$ cat src/rtl/eth_rx_monitor.sv
// Receive-side frame checker: delineates preamble/SFD, rebuilds bytes from
// GMII or MII, captures the DST/SRC/length-type header, checks the FCS and
// publishes a per-frame summary with running good/CRC-error counters.
module eth_rx_monitor #(
    parameter int MIN_HDR = 14
) (
    input  logic        rx_clk,
    input  logic        reset,
    input  logic        mii_mode,
    input  logic [7:0]  rxd,
    input  logic        rx_dv,
    input  logic        rx_er,
    output logic        frm_done,
    output logic [15:0] frm_len,
    output logic [4:0]  prmbl_len,
    output logic [47:0] dst_addr,
    output logic [47:0] src_addr,
    output logic [15:0] len_type,
    output logic        crc_ok,
    output logic        phy_err,
    output logic        prmbl_err,
    output logic        dribble,
    output logic        short_frm,
    output logic [15:0] frm_cnt,
    output logic [15:0] crc_err_cnt
);

    localparam logic [2:0] S_WAIT_IDLE = 3'd0;
    localparam logic [2:0] S_IDLE      = 3'd1;
    localparam logic [2:0] S_PRE       = 3'd2;
    localparam logic [2:0] S_DATA      = 3'd3;
    localparam logic [2:0] S_DROP      = 3'd4;
    localparam logic [2:0] S_END       = 3'd5;

    localparam logic [31:0] CRC_INIT    = 32'hFFFF_FFFF;
    localparam logic [31:0] CRC_POLY    = 32'hEDB8_8320;
    localparam logic [31:0] CRC_RESIDUE = 32'hDEBB_20E3;
    localparam logic [15:0] SHORT_LIM   = 16'(MIN_HDR + 4);

    // Reflected CRC-32, one byte, LSB first.
    function automatic logic [31:0] crc32_byte(input logic [31:0] c, input logic [7:0] b);
        logic [31:0] r;
        r = c;
        for (int i = 0; i < 8; i++)
            r = (r[0] ^ b[i]) ? ((r >> 1) ^ CRC_POLY) : (r >> 1);
        return r;
    endfunction

    logic [2:0]  state;
    logic        mii_r;
    logic [4:0]  pcnt;
    logic [15:0] len_r;
    logic [31:0] crc_r;
    logic [47:0] dst_w, src_w;
    logic [15:0] lt_w;
    logic [3:0]  nib_hold;
    logic        nib_vld;
    logic        phy_r, drib_r, perr_r;

    logic        mii_eff;
    logic [4:0]  pcnt_base, pcnt_inc;
    logic        unit_pre, unit_sfd, pre_step;
    logic        byte_vld;
    logic [7:0]  byte_val;
    logic        short_w, crc_ok_w, good_w;

    // Preamble decode, byte assembly and end-of-frame verdicts.
    always_comb begin
        // A new frame may start in IDLE or END, so the mode pin is used live there.
        mii_eff   = mii_r;
        if (state == S_IDLE || state == S_END)
            mii_eff = mii_mode;
        pcnt_base = (state == S_PRE) ? pcnt : 5'd0;
        pcnt_inc  = (pcnt_base == 5'd31) ? pcnt_base : pcnt_base + 5'd1;
        unit_pre  = mii_eff ? (rxd[3:0] == 4'h5) : (rxd == 8'h55);
        unit_sfd  = mii_eff ? (rxd[3:0] == 4'hD && pcnt_base != 5'd0) : (rxd == 8'hD5);
        pre_step  = rx_dv && (state == S_IDLE || state == S_END || state == S_PRE);
        byte_vld  = (state == S_DATA) && rx_dv && (!mii_r || nib_vld);
        byte_val  = mii_r ? {rxd[3:0], nib_hold} : rxd;
        short_w   = len_r < SHORT_LIM;
        crc_ok_w  = !perr_r && (len_r >= 16'd4) && (crc_r == CRC_RESIDUE);
        good_w    = crc_ok_w && !phy_r && !drib_r && !short_w;
    end

    // Frame FSM and per-frame accumulation (length, CRC, header, flags).
    always_ff @(posedge rx_clk) begin
        if (reset) begin
            state    <= S_WAIT_IDLE;
            mii_r    <= 1'b0;
            pcnt     <= '0;
            len_r    <= '0;
            crc_r    <= CRC_INIT;
            dst_w    <= '0;
            src_w    <= '0;
            lt_w     <= '0;
            nib_hold <= '0;
            nib_vld  <= 1'b0;
            phy_r    <= 1'b0;
            drib_r   <= 1'b0;
            perr_r   <= 1'b0;
        end else begin
            case (state)
                S_WAIT_IDLE: if (!rx_dv) state <= S_IDLE;
                S_IDLE, S_END: begin
                    mii_r <= mii_mode;
                    if (rx_dv) begin
                        // Clearing here also covers the SFD clear: nothing
                        // touches these between frame start and SFD.
                        len_r   <= '0;
                        crc_r   <= CRC_INIT;
                        dst_w   <= '0;
                        src_w   <= '0;
                        lt_w    <= '0;
                        nib_vld <= 1'b0;
                        phy_r   <= 1'b0;
                        drib_r  <= 1'b0;
                        perr_r  <= 1'b0;
                    end else begin
                        state <= S_IDLE;
                    end
                end
                S_PRE: if (!rx_dv) begin
                    perr_r <= 1'b1;
                    state  <= S_END;
                end
                S_DATA: begin
                    if (!rx_dv) begin
                        // A pending half byte is dropped, only flagged.
                        drib_r  <= mii_r & nib_vld;
                        nib_vld <= 1'b0;
                        state   <= S_END;
                    end else begin
                        if (rx_er) phy_r <= 1'b1;
                        if (mii_r) begin
                            nib_vld <= ~nib_vld;
                            if (!nib_vld) nib_hold <= rxd[3:0];
                        end
                    end
                    if (byte_vld) begin
                        len_r <= (len_r == 16'hFFFF) ? len_r : len_r + 16'd1;
                        crc_r <= crc32_byte(crc_r, byte_val);
                        for (int i = 0; i < 6; i++) begin
                            if (len_r == 16'(i))     dst_w[8*(5-i) +: 8] <= byte_val;
                            if (len_r == 16'(i + 6)) src_w[8*(5-i) +: 8] <= byte_val;
                        end
                        if (len_r == 16'd12) lt_w[15:8] <= byte_val;
                        if (len_r == 16'd13) lt_w[7:0]  <= byte_val;
                    end
                end
                S_DROP: if (!rx_dv) state <= S_END;
                default: state <= S_WAIT_IDLE;
            endcase
            // Preamble/SFD handling shared by IDLE, END (back-to-back) and PREAMBLE.
            if (pre_step) begin
                if (rx_er) phy_r <= 1'b1;
                if (unit_pre) begin
                    pcnt  <= pcnt_inc;
                    state <= S_PRE;
                end else if (unit_sfd) begin
                    pcnt  <= pcnt_base;
                    state <= S_DATA;
                end else begin
                    pcnt   <= pcnt_base;
                    perr_r <= 1'b1;
                    state  <= S_DROP;
                end
            end
        end
    end

    // Summary publish on leaving END; held until the next frame completes.
    always_ff @(posedge rx_clk) begin
        if (reset) begin
            frm_done    <= 1'b0;
            frm_len     <= '0;
            prmbl_len   <= '0;
            dst_addr    <= '0;
            src_addr    <= '0;
            len_type    <= '0;
            crc_ok      <= 1'b0;
            phy_err     <= 1'b0;
            prmbl_err   <= 1'b0;
            dribble     <= 1'b0;
            short_frm   <= 1'b0;
            frm_cnt     <= '0;
            crc_err_cnt <= '0;
        end else begin
            frm_done <= (state == S_END);
            if (state == S_END) begin
                frm_len   <= len_r;
                prmbl_len <= pcnt;
                dst_addr  <= dst_w;
                src_addr  <= src_w;
                len_type  <= lt_w;
                crc_ok    <= crc_ok_w;
                phy_err   <= phy_r;
                prmbl_err <= perr_r;
                dribble   <= drib_r;
                short_frm <= short_w;
                if (good_w)               frm_cnt     <= frm_cnt + 16'd1;
                if (!perr_r && !crc_ok_w) crc_err_cnt <= crc_err_cnt + 16'd1;
            end
        end
    end

endmodule

$ cat config.mk
export PLATFORM = sky130hd
export DESIGN_NAME = eth_rx_monitor
export DESIGN_NICKNAME = d
export VERILOG_FILES = /design/src/rtl/eth_rx_monitor.sv
export SDC_FILE = /design/constraint.sdc
export NUM_CORES = 1
export LEC_CHECK = 0
export ABC_AREA = 1
export BUFFER_PORTS_ARGS = -buffer_cell sky130_fd_sc_hd__buf_2
export CAP_MARGIN = 20
export CORE_AREA = 2 2 208 210
export CTS_CLUSTER_DIAMETER = 120
export DETAILED_ROUTE_END_ITERATION = 10
export DIE_AREA = 0 0 210 212
export PLACE_DENSITY = 0.54
export SLEW_MARGIN = 20
export SYNTH_ARGS = -nofsm -noshare
export SYNTH_HDL_FRONTEND = slang
export SYNTH_SLANG_ARGS = --single-unit
$ cat constraint.sdc
create_clock -name rx_clk -period 2.4 [get_ports rx_clk]
set_clock_uncertainty 0.2 [all_clocks]
set_input_delay 0.72 -clock rx_clk [delete_from_list [all_inputs] [get_ports rx_clk]]
set_output_delay 0.72 -clock rx_clk [all_outputs]
set_load 0.02 [all_outputs]
-- Word-level counts from Yosys, hierarchy flattened
Index checks and enable logic that the tools add are counted.
- output and inout port bits: 171
- bits in registers: 348
- bits of input ports: 13
- word-level logic and storage cells: 222
- reductions and logical operators: 48
- bitwise logic cells: 18
- order comparisons: 2
- $add $sub $neg: 4
- equality and inequality tests: 46
- mux-type cells: 67
- operator list (kind ; number):
    2-to-1 mux 32 bit ; 10
    case mux 48 bit (2 select lines) ; 2
    2-to-1 mux 48 bit ; 3
    2-to-1 mux 8 bit ; 15
    NOT 13 -> 14 bit ; 8
    equality test 16 x 4 -> 1 bit (second input constant) ; 6
    equality test 16 x 3 -> 1 bit (second input constant) ; 4
    2-to-1 mux 16 bit ; 4
    case mux 16 bit (2 select lines) ; 2
    case mux 32 bit (2 select lines) ; 1
    AND reduction 4 bit ; 16
    adder 16 x 1 -> 16 bit (second input constant) ; 3
    equality test 16 x 2 -> 1 bit (second input constant) ; 2
    equality test 32 bit (second input constant) ; 1
    inequality test 2 x 1 -> 1 bit (second input constant) ; 14
    2-to-1 mux 1 bit ; 17
    equality test 16 x 1 -> 1 bit (second input constant) ; 1
    equality test 16 bit (second input constant) ; 1
    >= comparator 16 x 3 -> 1 bit (second input constant) ; 1
    zero test 16 bit ; 1
    < comparator 16 x 5 -> 1 bit (second input constant) ; 1
    2-to-1 mux 3 bit ; 5
    2-to-1 mux 5 bit ; 3
    logical AND 1 bit ; 10
    26 further kinds ; 54

-- Depth between registers and ports, before layout
- word-level depth: 19
- depth in mapped cells: 18
- mapped depth without buffers: 16

-- Least setup slack after synthesis
No wires, ideal clock.
- path type: input port to flip-flop
- start: in rxd[3]
- end: reg crc_r[16]
- data required time: 2085 ps
- arrival: 1881 ps
- stages: 12
- library setup time: 115 ps
- path slack: 205 ps
- buffers on the path: 0
- path through: inv_1 > o21ai_2 > xor2_2 > nand2_1 > nand2_1 > inv_1 > nand2_1 > nand2_1 > nand2_1 > nand3_1 > nand2_1 > nand2_1
- cells in the longest elaborated chain, start to end: 10
- RTL lines (element ; RTL line ; text):
    start, declared ; 10 ; input logic [7:0] rxd,
    2-to-1 mux 8 bit (*) ; 79 ; byte_val = mii_r ? {rxd[3:0], nib_hold} : rxd;
    bitwise XOR 1 bit (*) ; 45 ; r = (r[0] ^ b[i]) ? ((r >> 1) ^ CRC_POLY) : (r >> 1);
    2-to-1 mux 32 bit (*) ; 45 ;
    NOT 13 -> 14 bit (no source line) ; n/a ;
    2-to-1 mux 32 bit (*) (4 in a row) ; 45 ;
    2-to-1 mux 32 bit (*) ; 139 ; if (byte_vld) begin
    case mux 32 bit (2 select lines) (*) ; 102 ; case (state)
    end signal, assigned ; 141 ; crc_r <= crc32_byte(crc_r, byte_val);
    end, declared ; 53 ; logic [31:0] crc_r;
Every way passes the cells marked *; elsewhere a longest branch is shown, timed or not. The select of a mux whose other input is x is not followed.
A chain may end at the register's enable or synchronous reset.

-- Worst setup path after layout
- start: reg state[2]
- end: reg dst_w[10]
- cells in the longest elaborated chain, start to end: 5
- elaborated cells between the ends (all ways): 12
- classes of those cells: eq/ne: 6; mux: 1; reduce/logical: 5
- RTL lines (element ; RTL line ; text):
    start, declared ; 49 ; logic [2:0] state;
    start signal, assigned ; 88 ; state <= S_WAIT_IDLE;
    start signal, assigned ; 103 ; S_WAIT_IDLE: if (!rx_dv) state <= S_IDLE;
    start signal, assigned ; 119 ; state <= S_IDLE;
    equality test 3 x 2 -> 1 bit ; 78, 102 ;
    logical AND 1 bit (2 in a row) ; 78 ; byte_vld = (state == S_DATA) && rx_dv && (!mii_r || nib_vld);
    inequality test 2 bit (no source line) ; n/a ;
    AND reduction 4 bit (no source line) ; n/a ;
    end signal, assigned by index ; 143 ; if (len_r == 16'(i)) dst_w[8*(5-i) +: 8] <= byte_val;
    end, declared ; 54 ; logic [47:0] dst_w, src_w;
Several ways; a longest one is shown, not always the timed one.

==> results by group <==
Status
  – Status: completed

Synth
  – Count of cell types in the netlist: between 40 and 50
  – Synth Flop Type: dfxtp_1
  – Mapped Avg Cell Area: around 7.3 sq um
  – Syn nets: between 2000 and 2500
  – Yosys warns: 0
  – Post-synthesis sequential area ratio: approximately 46%
  – Syn Std Cell Area: approximately 15000 sq um
  – #FFs+latches synth: between 300 and 400
  – Number of flops mapped to enable cells by yosys: 0
  – Synth Instances: slightly above 2000
  – Post-synthesis async set-or-reset flop share: 0%

Final layout
  – Most common cell after layout, fill and taps aside: nand2_1
  – Layout cells sized above 1: a little under a fifth
  – Cell area after layout: approximately 19000 sq um
  – Post-layout util: about 45%
  – Syn-to-layout area delta: 25.3%
  – Commonest cells after routing, fill and taps aside: 376 x nand2_1, 354 x nor2_1, 347 x dfxtp_1, 222 x o21ai_0, 205 x a21oi_1
  – Fin nets: 2336

Setup path
  – R2R cell count: 11
  – CP max-delay cell: dfxtp_1
  – Critical path, cell by cell: inv_1 -> nand2_1 -> nor2_4 -> nand2_2 -> nor2_4 -> o21ai_4 -> buf_4 -> nor3_2 -> buf_4 -> nand2_1 -> a21oi_1
  – WS Path Type: reg2reg
  – Data arrival time of the worst path: 2.53 ns
  – Reg2reg setup slack: 0.16 ns
  – CP Capture Type: flop
  – Worst EP required: ~2.7 ns
  – Reg2reg start: state[2]
  – Worst Path Max Fanout: 8
  – RR Endpoint: dst_w[10]
  – Slowest cell delay on critical path: 0.34 ns
  – Startpoint types: flop

STA
  – Min Hold Slack: 0.224 ns
  – Slew @ Worst Pin: approximately 0.60 ns
  – Worst rel slew slack: between 60 and 70%
  – Setup ws final: roughly 0.16 ns
  – Setup-failing EPs final: 0
  – Final Critical Period: roughly 2.2 ns
  – Fin. Hold Viols: 0
  – Tcrit/Tclk final: 93.5%
  – Max-slew violations: 0
  – Fmax: approximately 0.45 GHz

Clocking
  – Clock sink count: around 350
  – Worst-Skew Late Latency: around 0.56 ns
  – CTS tree: built
  – CTS buffer count: 40
  – H-tree levels: 2
  – CTS root buf: clkbuf_16
  – CTS Hold Buffers Added: 0
  – Clock-pin slew of the registers on the worst-case setup and hold paths: about 0.06 ns
  – CTS max path bufs: 3

Power
  – Net Switching: 3.87 mW
  – Sequential power share: roughly two fifths
  – Cell internal pwr: about 11 mW
  – Power share of the clock group: a little under half
  – Leakage: between 8 and 9 nW
  – Peak VDD IR: between 400 and 500 uV
  – Switching share of total power: between 20% and 30%
  – Power per cell area: 772 nW/um^2
  – Comb pwr share: a little under an eighth

GRT
  – First-pass GRT wire length: around 75 mm
  – Grt total ovfl: 0
  – Number of global-route vias before repair: around 14000
  – Initial antenna violation count: 3
  – Largest net degree at the start of global routing: about 140
  – Tot GR Track Use: between 20% and 30%

Detailed routing
  – Routed via count: between 10000 and 15000
  – Routed vias/inst: approximately 5
  – Antenna-violating nets left: 0
  – First drt pass iteration count: 5
  – Initial DRC Count: between 1000 and 1500
  – Final wirelength: just under 50 mm
  – Drt wl/cell: 16.6 microns
  – # DRC: 0

Placed design
  – IO Port Bufs: between 150 and 200
  – Placer Congestion: 0.944
  – Setup WS pre-CTS: -0.0849 ns
  – Placed Area: 17300 sq um
  – Placed wire-length estimate: 33.1 mm

Die
  – Die ar.: about 45000 sq um
  – Core ar.: roughly 43000 sq um
  – IO Count: 184
  – Die Y: 212 microns
  – Starting Density: approximately 36%
  – Die width: roughly 210 microns
  – Row cnt: 76

Min path
  – Hold endpoint: phy_r
  – HP Class: in2reg
  – Min-Delay Startpoint: rx_er
  – Cells on Worst Hold Path: 3

Flow run
  – Number of max-cap violations: 0
layer usage:
metal / share of wire [%] / global-route usage [%]
met4: 2.5 / 7.04
met1: 48 / 28.7
met5: 0.027 / 0
met2: 45 / 34.2
met3: 4.3 / 3.15
how the worst max path moves through the flow:
stage	startpoint	end	slack (ns)	cells past startpoint
finish	state[2]	dst_w[10]	0.16	11
global route	crc_r[22]	frm_cnt[12]	-0.01	12
CTS	state[0]	frm_cnt[9]	0.02	9
detailed placement	rxd[1]	crc_r[2]	-0.08	12
global placement	rxd[1]	crc_r[24]	-0.07	15
floorplan	rxd[3]	crc_r[16]	0.20	12
flip-flops by register name (all words and copies together), names as in the netlist, 3 cells and up:
register     count
state            3
frm_len         16
lt_w            16
frm_cnt         16
pcnt             5
crc_r           32
crc_err_cnt     16
dst_addr        48
src_addr        48
src_w           48
len_r           16
len_type        16
dst_w           48
prmbl_len        5
nib_hold         4
critical path: cells and delay by family (launching register included):
| family | cells | cell delay, ns |
|---|---|---|
| AND/OR/NAND/NOR | 6 | 0.87 |
| buffers and inverters | 3 | 0.53 |
| flip-flops | 1 | 0.34 |
| AO/OA/AOI/OAI | 2 | 0.23 |
repair_timing:
action | in CTS | in global routing
endpoints found under the hold margin | 0 | 0
setup buffers | 0 | 10
gates resized for setup | 0 | 15
setup endpoints to repair | 0 | 52
kinds of logic after synthesis:
group	after synthesis	share of synthesized area, %
buffers and inverters	242	6.61
adders and majority gates	8	0.663
DFF	348	46.1
AOI/OAI and AO/OA	489	17.7
and+or+nand+nor	944	26.4
xor gates and xnor gates	41	2.48
Yosys cell counts (all sizes together), types with 24 or more instances:
library cell / number / area (sq um)
nor2: 372 / 1480
nand4: 28 / 181
xor2: 32 / 295
clkbuf: 68 / 256
nand3: 107 / 541
dfxtp: 348 / 6970
buf: 38 / 231
nand2: 391 / 1510
o21ai: 233 / 1180
inv: 136 / 510
a311oi: 24 / 210
nor3: 35 / 206
a21oi: 207 / 1050
cell type report:
type	instances	area, sq um
fill	4362	23600
multi-input combinational	1482	7200
sequential	348	6970
timing repair buffer	307	2080
clock buffer	50	1120
tap	546	683
inverter	136	522
clock inverter	24	349
antenna	3	7.51
per-stage QoR:
step                setup TNS, ns  instances  power (mW)
finish                          0       2896        14.6
global route              -0.0104       2894        15.2
CTS                             0       2883        14.7
detailed placement         -0.602       2809        7.94
global placement           -0.279       2809        7.92
floorplan                       0       2072        7.30
power groups by stage:
stage / registers (mW) / clock network, mW / logic [mW]
2_1_floorplan: 6.29 / 0 / 1.01
3_5_place_dp: 6.26 / 0 / 1.68
5_1_grt: 6.16 / 7.09 / 1.91
4_1_cts: 6.13 / 6.88 / 1.69
3_3_place_gp: 6.26 / 0 / 1.67
6_report: 6.14 / 6.74 / 1.74
Power figures use the tool's default switching activity.
